`src/rtl/seg7_scan_ctrl.sv`:
```
// Multiplexed 7-segment scan controller with shadowed digit data.
// Define SEG7_LZ_BLANK_EN to blank leading-zero digits.
module seg7_scan_ctrl #(
    parameter int unsigned NDIGIT   = 8,
    parameter int unsigned SCAN_DIV = 16'd50000
) (
    input  logic                  clk,
    input  logic                  rst,
    input  logic                  load,
    input  logic [4*NDIGIT-1:0]   data_in,
    input  logic [NDIGIT-1:0]     dp_in,
    input  logic [NDIGIT-1:0]     en_in,
    input  logic                  freeze,
    output logic [NDIGIT-1:0]     an_n,
    output logic [6:0]            seg_n,
    output logic                  dp_n,
    output logic                  slot_tick
);

    localparam int unsigned CW = (SCAN_DIV > 1) ? $clog2(SCAN_DIV) : 1;
    localparam int unsigned IW = (NDIGIT > 1) ? $clog2(NDIGIT) : 1;
    localparam logic [CW-1:0] CNT_LAST = CW'(SCAN_DIV - 1);
    localparam logic [IW-1:0] IDX_LAST = IW'(NDIGIT - 1);

    logic [CW-1:0]         cnt;
    logic [IW-1:0]         idx;
    logic [4*NDIGIT-1:0]   data_sh;
    logic [NDIGIT-1:0]     dp_sh;
    logic [NDIGIT-1:0]     en_sh;
    logic [NDIGIT-1:0]     lz;
    logic [NDIGIT-1:0]     sel;
    logic                  advance;
    logic                  vis;
    logic [3:0]            nib;
    logic [NDIGIT-1:0]     an_nxt;
    logic [6:0]            seg_nxt;
    logic                  dp_nxt;

    function automatic logic [6:0] hex_glyph(input logic [3:0] v);
        unique case (v)
            4'h0: hex_glyph = 7'h40;
            4'h1: hex_glyph = 7'h79;
            4'h2: hex_glyph = 7'h24;
            4'h3: hex_glyph = 7'h30;
            4'h4: hex_glyph = 7'h19;
            4'h5: hex_glyph = 7'h12;
            4'h6: hex_glyph = 7'h02;
            4'h7: hex_glyph = 7'h78;
            4'h8: hex_glyph = 7'h00;
            4'h9: hex_glyph = 7'h10;
            4'hA: hex_glyph = 7'h08;
            4'hB: hex_glyph = 7'h03;
            4'hC: hex_glyph = 7'h46;
            4'hD: hex_glyph = 7'h21;
            4'hE: hex_glyph = 7'h06;
            4'hF: hex_glyph = 7'h0E;
        endcase
    endfunction

    // A held terminal count stays terminal, so the advance fires on release.
    assign advance = !freeze && (cnt == CNT_LAST);

`ifdef SEG7_LZ_BLANK_EN
    always_comb begin
        logic zacc;
        lz   = '0;
        zacc = 1'b1;
        for (int i = int'(NDIGIT) - 1; i > 0; i--) begin
            zacc  = zacc & (data_sh[4*i +: 4] == 4'h0);
            lz[i] = zacc;
        end
    end
`else
    assign lz = '0;
`endif

    always_comb begin
        sel     = NDIGIT'(1) << idx;
        nib     = 4'(data_sh >> {idx, 2'b00});
        vis     = |(en_sh & ~lz & sel);
        an_nxt  = vis ? ~sel : '1;
        seg_nxt = vis ? hex_glyph(nib) : 7'h7F;
        dp_nxt  = vis ? ~|(dp_sh & sel) : 1'b1;
    end

    always_ff @(posedge clk or posedge rst) begin
        if (rst) begin
            cnt       <= '0;
            idx       <= '0;
            data_sh   <= '0;
            dp_sh     <= '0;
            en_sh     <= '0;
            an_n      <= '1;
            seg_n     <= 7'h7F;
            dp_n      <= 1'b1;
            slot_tick <= 1'b0;
        end else begin
            if (!freeze) begin
                cnt <= advance ? '0 : cnt + 1'b1;
            end
            if (advance) begin
                idx <= (idx == IDX_LAST) ? '0 : idx + 1'b1;
            end
            slot_tick <= advance;
            if (load) begin
                data_sh <= data_in;
                dp_sh   <= dp_in;
                en_sh   <= en_in;
            end
            an_n  <= an_nxt;
            seg_n <= seg_nxt;
            dp_n  <= dp_nxt;
        end
    end

endmodule

```
`config.mk`:
```
export PLATFORM = sky130hd
export DESIGN_NAME = seg7_scan_ctrl
export DESIGN_NICKNAME = d
export VERILOG_FILES = /design/src/rtl/seg7_scan_ctrl.sv
export SDC_FILE = /design/constraint.sdc
export NUM_CORES = 1
export LEC_CHECK = 0
export CAP_MARGIN = 30
export CORE_UTILIZATION = 42
export CTS_BUF_LIST = sky130_fd_sc_hd__clkbuf_8
export DETAILED_ROUTE_END_ITERATION = 10
export HOLD_SLACK_MARGIN = 0.08
export PLACE_DENSITY = 0.63
export SETUP_SLACK_MARGIN = 0.02
export SLEW_MARGIN = 20
export SYNTH_ARGS = -nofsm -noshare
export SYNTH_HDL_FRONTEND = slang
export SYNTH_SLANG_ARGS = --single-unit
```
`constraint.sdc`:
```
create_clock -name clk -period 2.6 [get_ports clk]
set_input_delay 0.26 -clock clk [delete_from_list [all_inputs] [get_ports clk]]
set_output_delay 0.26 -clock clk [all_outputs]
set_load 0.01 [all_outputs]
```
==> flow_summary.ini, run 1 <==
[status]
status = complete, no violations

[routing]
met1Wirelength_mm = 3.664
wirelength_mm = 7.667
drc = 0
vias = 2542
dr_wl_met3_um = 251
highest_layer = met4
drt-initial-drc-count = 98
wl_met2_mm = 3.589
dr.pass1.iters = 6
wl_per_cell_um = 15.78
drtAntennaViolNets = 0
via_per_inst = 5.230

[worst_setup_path]
cp-end-kind = flip-flop
arrival_ns = 2.69
critPathKind = flip-flop to flip-flop
crit_path_max_fanout = 10
worstSetupStartpointType = flip-flop
crit_required_ns = 2.88

[synth]
synthAdderAreaFrac_pct = 4.251
synth_commonest_cells = dfrtp_1, mux2_2, nand2_1, dfstp_2, nor2_1
yosysUniqueCellTypes = 45
synth_edf_count = 0
async_flop_share_pct = 100.0
synthMostInstantiatedCell = dfrtp_1
synthMuxAreaShare_pct = 20.37
synth.top_cell.area_share_pct = 44.47
yosys_warnings = 0
ys.flop_type = dfrtp_1
seq_area_frac_synth_pct = 55.46
syn-num-nets = 358
synthTopCellsByArea = dfrtp_1, mux2_2, dfstp_2
synth-seq-cells = 84
avgSynthCellArea_um2 = 13.06
synthXorXnorAreaFrac_pct = 2.747
synth_top_family_by_area = multiplexers
yosysTopAreaCell = dfrtp_1
syn-cell-area_um2 = 3826
synth-simple-area-share_pct = 9.189
synthCells = 293
synth_compound_area_share_pct = 6.181

[place]
placed_cells = 470
pre_cts_ws_ns = 0.2355
gp_congestion = 0.7799
dp_hpwl_mm = 5.521
io_buffers = 68

[floorplanning]
rows = 34
initial_core_util_pct = 43.66
die-area_um2 = 9496
dieWidth_um = 97.45
core_um2 = 8763
dieHeight_um = 97.45
io-pin-count = 69

[cts]
root_buffer = clkbuf_8
path_clk_slew_ns = 0.09
cts_max_path_buffers = 2
clock_sinks = 84
cts-htree-levels = 3
postCtsHoldBufs = 0
ctsResizeCount = 0
clk_latency_ns = 0.35
postCtsSetupBuffers = 0
numCtsBuffers = 9
cts_tree = built

[timing]
finalSetupViolCount = 0
final_max_slew_viol_count = 0
min_period_over_period_pct = 92.40
relSlewSlack_pct = 62.40
skew_ns = 0.009785
grt_setup_unrepaired = no
finalSetupTns_ns = 0
setup_ws_ns = 0.1977
hold_viol_final = 0
min_period_ns = 2.402
worst_pin_slew_ns = 0.5633
whs_ns = 0.2625
max_freq_ghz = 0.4163

[finish]
final_cells = 486
diodes = 0
utilization_pct = 56.10
nets = 438
area_growth_pct = 28.48
drive_above_1_share_pct = 28.04
multi_input_area_um2 = 1635
fillers = 747
regArea_um2 = 2122

[global_route]
antenna_found_initial = 0
grt_pass1_vias = 2653
grt_max_degree = 34
grt_usage_pct = 17.41
grt_pass1_wl_mm = 13.05
overflow = 0

[power]
power.density_nw_per_um2 = 613.4
ir_drop_v = 0.0003270
leakagePower_uw = 0.002099

[job]
maxCapViolCount = 0

[min_path]
min_path_type = input pin to asynchronous set/reset pin
-- critical path, stage by stage (launching register included) --
cell     delay [ns]
dfrtp_1        0.46
buf_12         0.18
mux4_2         0.50
mux2_2         0.33
inv_1          0.16
ha_1           0.26
nor3_1         0.20
a21oi_1        0.06
a31oi_1        0.17
-- cell type report --
class | count | share of cell area, %
clock buffers | 9 | 2.520
clock inverters | 7 | 1.985
inverters | 8 | 0.6363
multi-input cells | 191 | 33.27
flip-flops and latches | 84 | 43.17
well taps | 108 | 2.749
repair buffers | 79 | 15.68
-- layer usage --
layer,up-vias,GRT usage [%]
met5,-,0
met4,0,7.240
li1,1212,-
met3,14,3.094
met1,1265,23.51
met2,51,27.76
-- state kept, by name (all words and copies together) (netlist names) --
name / cells
cnt: 16
seg_n: 7
data_sh: 32
dp_sh: 8
dp_n: 1
an_n: 8
idx: 3
slot_tick: 1
en_sh: 8
-- power breakdown --
part / switching (uW) / internal (uW) / total (uW)
sequential: 85.2 / 1450 / 1540
combinational: 180 / 259 / 439
clock: 493 / 546 / 1040
-- logic make-up after synthesis --
| kind of cell | Yosys count |
|---|---|
| AND/OR/NAND/NOR | 70 |
| buffers and inverters | 18 |
| adder cells (fa/ha/maj) | 13 |
| multiplexers | 64 |
| flip-flops | 84 |
| XOR/XNOR | 12 |
| AO/OA/AOI/OAI | 32 |
-- worst paths after layout --
kind | start | end | slack, ns | cells after the start
max in group asynchronous | rst | en_sh[5] | 1.65 | 3
min in group clk | load | data_sh[2] | 0.42 | 2
setup reg to reg | idx[0] | seg_n[3] | 0.20 | 8
setup / recovery | idx[0] | seg_n[3] | 0.20 | 8
hold reg to reg | cnt[15] | cnt[15] | 0.50 | 1
hold / removal | rst | cnt[0] | 0.26 | 2
-- cell usage in the layout (no fill, tap or decap), types with 2 or more instances in the layout --
cell type	n
o221ai_1	4
nand4_1	3
nor3_1	5
nand2_1	25
or3_1	3
clkbuf_8	9
a221o_1	3
clkinv_2	2
dfstp_2	16
mux4_2	6
mux2i_1	7
inv_6	2
bufinv_16	2
nor2_1	14
nand2b_1	2
nand3_1	7
a222oi_1	4
clkinvlp_4	2
and3_1	2
ha_1	13
dfrtp_1	68
xor2_1	8
a21oi_1	4
mux2_2	51
clkdlybuf4s50_1	67
xnor2_1	4
buf_4	10
inv_1	6
o21ai_0	7
-- per-stage QoR --
step / area (um2) / power, uW
final: 4916 / 3015
after CTS: 4916 / 3054
after floorplan: 3826 / 1807
after global routing: 4916 / 3167
after detailed placement: 4695 / 2007
after global placement: 4695 / 1997
Power figures use the tool's default switching activity.
==> run 2, diff against run 1 <==
--- a/config.mk
+++ b/config.mk
@@ -9,8 +9,9 @@
 export CORE_UTILIZATION = 42
 export CTS_BUF_LIST = sky130_fd_sc_hd__clkbuf_8
 export DETAILED_ROUTE_END_ITERATION = 10
+export DONT_BUFFER_PORTS = 1
 export HOLD_SLACK_MARGIN = 0.08
-export PLACE_DENSITY = 0.63
+export PLACE_DENSITY = 0.53
 export SETUP_SLACK_MARGIN = 0.02
 export SLEW_MARGIN = 20
 export SYNTH_ARGS = -nofsm -noshare
==> run 2 against run 1 <==
  * Die area is the same
  * Sequential power barely moved
  * Wire length increased by 4.8%
  * First-iteration DRC count rose by 11%
  * Combinational power grew 6.4%
  * Clock skew shrank 0.0026 ns
  * Maximum frequency rose by 3.8%
  * Critical path type unchanged
  * Largest cell class unchanged
  * Largest power group unchanged
==> flow_summary.ini, run 2 (same netlist as run 1, synthesis figures left out) <==
[floorplanning]
initial_core_util_pct = 43.66
dieHeight_um = 97.45
rows = 34
io-pin-count = 69
die-area_um2 = 9496
dieWidth_um = 97.45
core_um2 = 8763

[cts]
cts_max_path_buffers = 2
numCtsBuffers = 9
clk_latency_ns = 0.36
path_clk_slew_ns = 0.09
cts-htree-levels = 3
root_buffer = clkbuf_8
cts_tree = built
ctsResizeCount = 0
clock_sinks = 84

[timing]
min_period_over_period_pct = 89.01
finalSetupTns_ns = 0
worst_pin_slew_ns = 0.5102
setup_ws_ns = 0.2858
skew_ns = 0.007147
min_period_ns = 2.314
grt_setup_unrepaired = no
finalSetupViolCount = 0
hold_viol_final = 0
max_freq_ghz = 0.4321
final_max_slew_viol_count = 0
relSlewSlack_pct = 65.73

[finish]
drive_above_1_share_pct = 25.37
regMostFlops = data_sh
diodes = 0
most-common-layout-cells = dlygate4sd3_1, dfrtp_1, mux2_2
fillers = 731
area_growth_pct = 36.59
final_common_cell = dlygate4sd3_1
largest_register_ffs = 32
utilization_pct = 59.64
nets = 466
biggestRegsByFlops = data_sh x32, cnt x16

[power]
leakagePower_uw = 0.002241
power.density_nw_per_um2 = 591.6
ir_drop_v = 0.0003549
p_total_uw = 3092

[global_route]
grt_pass1_vias = 2867
grt_usage_pct = 18.09
grt_pass1_wl_mm = 13.54
overflow = 0
grt_max_degree = 63
antenna_found_initial = 0

[worst_setup_path]
arrival_ns = 2.60
r2r_slack_ns = 0.29
crit_path_max_fanout = 9
crit_required_ns = 2.89
critPathKind = flip-flop to flip-flop
cp-end-kind = flip-flop
worstSetupStartpointType = flip-flop

[status]
status = complete, no violations

[routing]
vias = 2675
wirelength_mm = 8.037
drtAntennaViolNets = 0
via_per_inst = 5.204
drt-initial-drc-count = 109
dr.pass1.iters = 4
drc = 0
wl_per_cell_um = 15.64

[place]
dp_hpwl_mm = 4.971
pre_cts_ws_ns = 0.2909
gp_congestion = 0.8546
io_buffers = 0

[min_path]
min_path_type = input pin to flip-flop

[job]
maxCapViolCount = 0
-- run 2: area by class of cell --
cell class                      instances  area, um2  share of cell area, %
Clock buffer                            9      123.9                  2.370
Clock inverter                          7      105.1                  2.011
Inverter                                8      31.28                 0.5985
Multi-Input combinational cell        191       1635                  31.29
Sequential cell                        84       2122                  40.60
Tap cell                              108      135.1                  2.586
Timing Repair Buffer                  107       1074                  20.54
-- run 2: per-layer routing --
| metal | global-route usage (%) | routed length, um | vias to the layer above |
|---|---|---|---|
| li1 | - | - | 1275 |
| met4 | 4.751 | 76 | 0 |
| met2 | 29.53 | 3875 | 66 |
| met5 | 0 | 0 | - |
| met1 | 23.26 | 3701 | 1326 |
| met3 | 5.827 | 383 | 8 |
-- run 2: report_power, final --
group | total [uW] | switching, uW | internal (uW)
sequential | 1560 | 101 | 1450
clock | 1070 | 512 | 558
combinational | 467 | 165 | 302
-- run 2: worst max-delay path, stage by stage, from the launching register on --
cell     delay, ns
dfrtp_1       0.41
buf_12        0.16
mux4_2        0.50
mux2_2        0.33
inv_1         0.15
ha_1          0.27
nor3_1        0.19
a21oi_1       0.06
a31oi_1       0.17
-- run 2: stage by stage --
step / cell area [um2] / cells / hold slack, ns
after global placement: 4016 / 400 / 0.1526
after floorplan: 3826 / 293 / 0.3672
final: 5226 / 514 / 0.1035
after CTS: 5226 / 514 / 0.08418
after detailed placement: 4016 / 400 / 0.1556
after global routing: 5226 / 514 / 0.08783
-- run 2: timing repair --
item	4_1_cts	5_1_grt
hold endpoints to repair	72	0
buffers inserted	0	0
hold buffers	98	0
-- run 2: worst paths after layout --
| check | start | depth (start not counted) | to |
|---|---|---|---|
| max | idx[0] | 8 | seg_n[3] |
| min | freeze | 2 | cnt[2] |
| max reg2reg | idx[0] | 8 | seg_n[3] |
| min reg2reg | cnt[15] | 1 | cnt[15] |
| max in group asynchronous | rst | 3 | seg_n[4] |
| min in group asynchronous | rst | 2 | data_sh[23] |
==> run 3, diff against run 2 <==
--- a/config.mk
+++ b/config.mk
@@ -5,6 +5,7 @@
 export SDC_FILE = /design/constraint.sdc
 export NUM_CORES = 1
 export LEC_CHECK = 0
+export ABC_AREA = 1
 export CAP_MARGIN = 30
 export CORE_UTILIZATION = 42
 export CTS_BUF_LIST = sky130_fd_sc_hd__clkbuf_8
==> run 3 against run 2 <==
  * Die area up 8.5%
  * Combinational power grew 14%
  * Hold slack worse by 0.0032 ns
  * Maximum frequency grew 12%
  * Non-clock buffer count fell by 53
  * Highest routed layer unchanged
==> flow_summary.ini, run 3 <==
[status]
status = complete, no violations

[timing]
finalSetupViolCount = 0
skew_ns = 0.005588
hold_viol_final = 0
max_freq_ghz = 0.4827
min_period_over_period_pct = 79.68
finalSetupTns_ns = 0
worst_pin_slew_ns = 0.7566
relSlewSlack_pct = 49.50
grt_setup_unrepaired = no
min_period_ns = 2.072
final_max_slew_viol_count = 0

[power]
power.density_nw_per_um2 = 621.0
ir_drop_v = 0.0003610
leakagePower_uw = 0.002419
p_total_uw = 3100

[synth]
async_flop_share_pct = 100.0
synthTopCellsByArea = dfrtp_1, nand2_1, dfstp_2
yosys_warnings = 0
synth_top_family_by_area = simple AND/OR/NAND/NOR gates
synthAdderAreaFrac_pct = 3.911
seq_area_frac_synth_pct = 51.02
synth_compound_area_share_pct = 6.318
synth-simple-area-share_pct = 25.42
synthCells = 492
synth_commonest_cells = nand2_1, dfrtp_1, nand3_1, inv_1, o21ai_0
avgSynthCellArea_um2 = 8.453
synth-seq-cells = 84
ys.flop_type = dfrtp_1
synth.top_cell.area_share_pct = 40.91
synthMuxAreaShare_pct = 3.249
synthXorXnorAreaFrac_pct = 1.264
syn-num-nets = 557
synthMostInstantiatedCell = nand2_1
yosysTopAreaCell = dfrtp_1
syn-cell-area_um2 = 4159
yosysUniqueCellTypes = 32
synth_edf_count = 0

[place]
dp_hpwl_mm = 6.112
placed_area_um2 = 4257
placed_cells = 607
gp_congestion = 0.8517
io_buffers = 0

[finish]
regMostFlops = data_sh
drive_above_1_share_pct = 11.19
fin_area_um2 = 4992
largest_register_ffs = 32
biggestRegsByFlops = data_sh x32, cnt x16
final_cells = 674
area_growth_pct = 20.04
final_common_cell = nand2_1
diodes = 0
nets = 605
most-common-layout-cells = nand2_1, dfrtp_1, nand3_1

[min_path]
worstHoldPathCells = 3
hold_path.startpoint = freeze
holdPathEnd = cnt[5]
min_path_type = input pin to flip-flop

[global_route]
grt_usage_pct = 18.76
grt_pass1_vias = 3165
grt_pass1_wl_mm = 15.07
antenna_found_initial = 0
overflow = 0
grt_max_degree = 85

[worst_setup_path]
r2r-end = seg_n[1]
worstReg2RegStart = idx[1]
critPathKind = flip-flop to flip-flop
crit_path_max_fanout = 16
worstSetupStartpointType = flip-flop
arrival_ns = 2.35
r2r_cells = 7
cp-end-kind = flip-flop
r2r_slack_ns = 0.53
crit_required_ns = 2.88

[routing]
drc = 0
drt-initial-drc-count = 107
drtAntennaViolNets = 0
wl_per_cell_um = 13.47
vias = 3287
dr.pass1.iters = 4
via_per_inst = 4.877
wirelength_mm = 9.080

[floorplanning]
core_um2 = 9415
die-area_um2 = 10300
io-pin-count = 69
dieHeight_um = 101.5
initial_core_util_pct = 44.17
dieWidth_um = 101.5
rows = 35

[cts]
ctsResizeCount = 0
cts_tree = built
cts-htree-levels = 3
clk_latency_ns = 0.35
path_clk_slew_ns = 0.09
cts_max_path_buffers = 2
numCtsBuffers = 9
postCtsHoldBufs = 51
root_buffer = clkbuf_8
postCtsSetupBuffers = 0
clock_sinks = 84

[job]
maxCapViolCount = 0
==> run 3: cell count changes in the layout (fill, tap and decap cells not counted), sizes merged, moves of 5 or more <==
cell         delta
nand3          +62
o21ai          +37
dlygate4sd3    -48
buf             -5
mux2           -39
mux2i           -7
nor2            +5
inv            +61
mux4            -6
nand2         +111
==> run 3: how the worst max path moves through the flow <==
stage / end / startpoint / cells past startpoint
CTS: seg_n[1] / idx[1] / 7
global placement: seg_n[5] / idx[1] / 7
floorplan: cnt[0] / rst / 1
detailed placement: seg_n[1] / idx[1] / 7
global route: seg_n[6] / idx[1] / 7
finish: seg_n[1] / idx[1] / 7
==> run 3: area by class of cell <==
| class | instances | area, um2 |
|---|---|---|
| clock buffer | 9 | 123.9 |
| clock inverter | 7 | 83.83 |
| fill | 877 | 4423 |
| inverter | 69 | 267.8 |
| multi-input combinational | 322 | 1670 |
| sequential | 84 | 2122 |
| tap | 129 | 161.4 |
| timing repair buffer | 54 | 563.0 |
==> run 3: where the power goes <==
| group | leakage, uW | internal (uW) | total (uW) | switching (uW) |
|---|---|---|---|---|
| Sequential | 0.000983 | 1480 | 1590 | 109 |
| Combinational | 0.00133 | 216 | 534 | 318 |
| Clock | 0.000102 | 461 | 980 | 519 |
| Total | 0.00242 | 2150 | 3100 | 946 |
==> run 3: worst max-delay path: stages (launching register included) <==
cell,delay (ns)
dfrtp_1,0.58
inv_2,0.20
ha_1,0.30
nand2_1,0.12
o21ai_1,0.07
nor3_2,0.13
nand4_2,0.36
nand3_1,0.24
==> run 3: logic make-up after synthesis <==
family                     count (synthesis)
AOI/OAI and AO/OA                         51
xor gates and xnor gates                   6
adders and majority gates                 13
buffers and inverters                     86
DFF                                       84
muxes                                     12
and+or+nand+nor                          240
==> run 3: metrics by stage <==
| stage | setup slack [ns] | hold slack (ns) | util, % |
|---|---|---|---|
| 2_1_floorplan | 0.2013 | 0.3726 | - |
| 3_3_place_gp | 0.6416 | 0.3047 | 45.21 |
| 3_5_place_dp | 0.5586 | 0.3054 | 45.21 |
| 4_1_cts | 0.5291 | 0.08280 | 53.02 |
| 5_1_grt | 0.3769 | 0.09871 | 53.02 |
| 6_report | 0.5283 | 0.1003 | 53.02 |
==> run 3: metal layers <==
| metal | global-route usage (%) | part of all wire (%) |
|---|---|---|
| met5 | 0 | 0 |
| met4 | 6.020 | 0.78 |
| met3 | 2.968 | 3.5 |
| met2 | 29.83 | 46 |
| met1 | 26.25 | 50 |
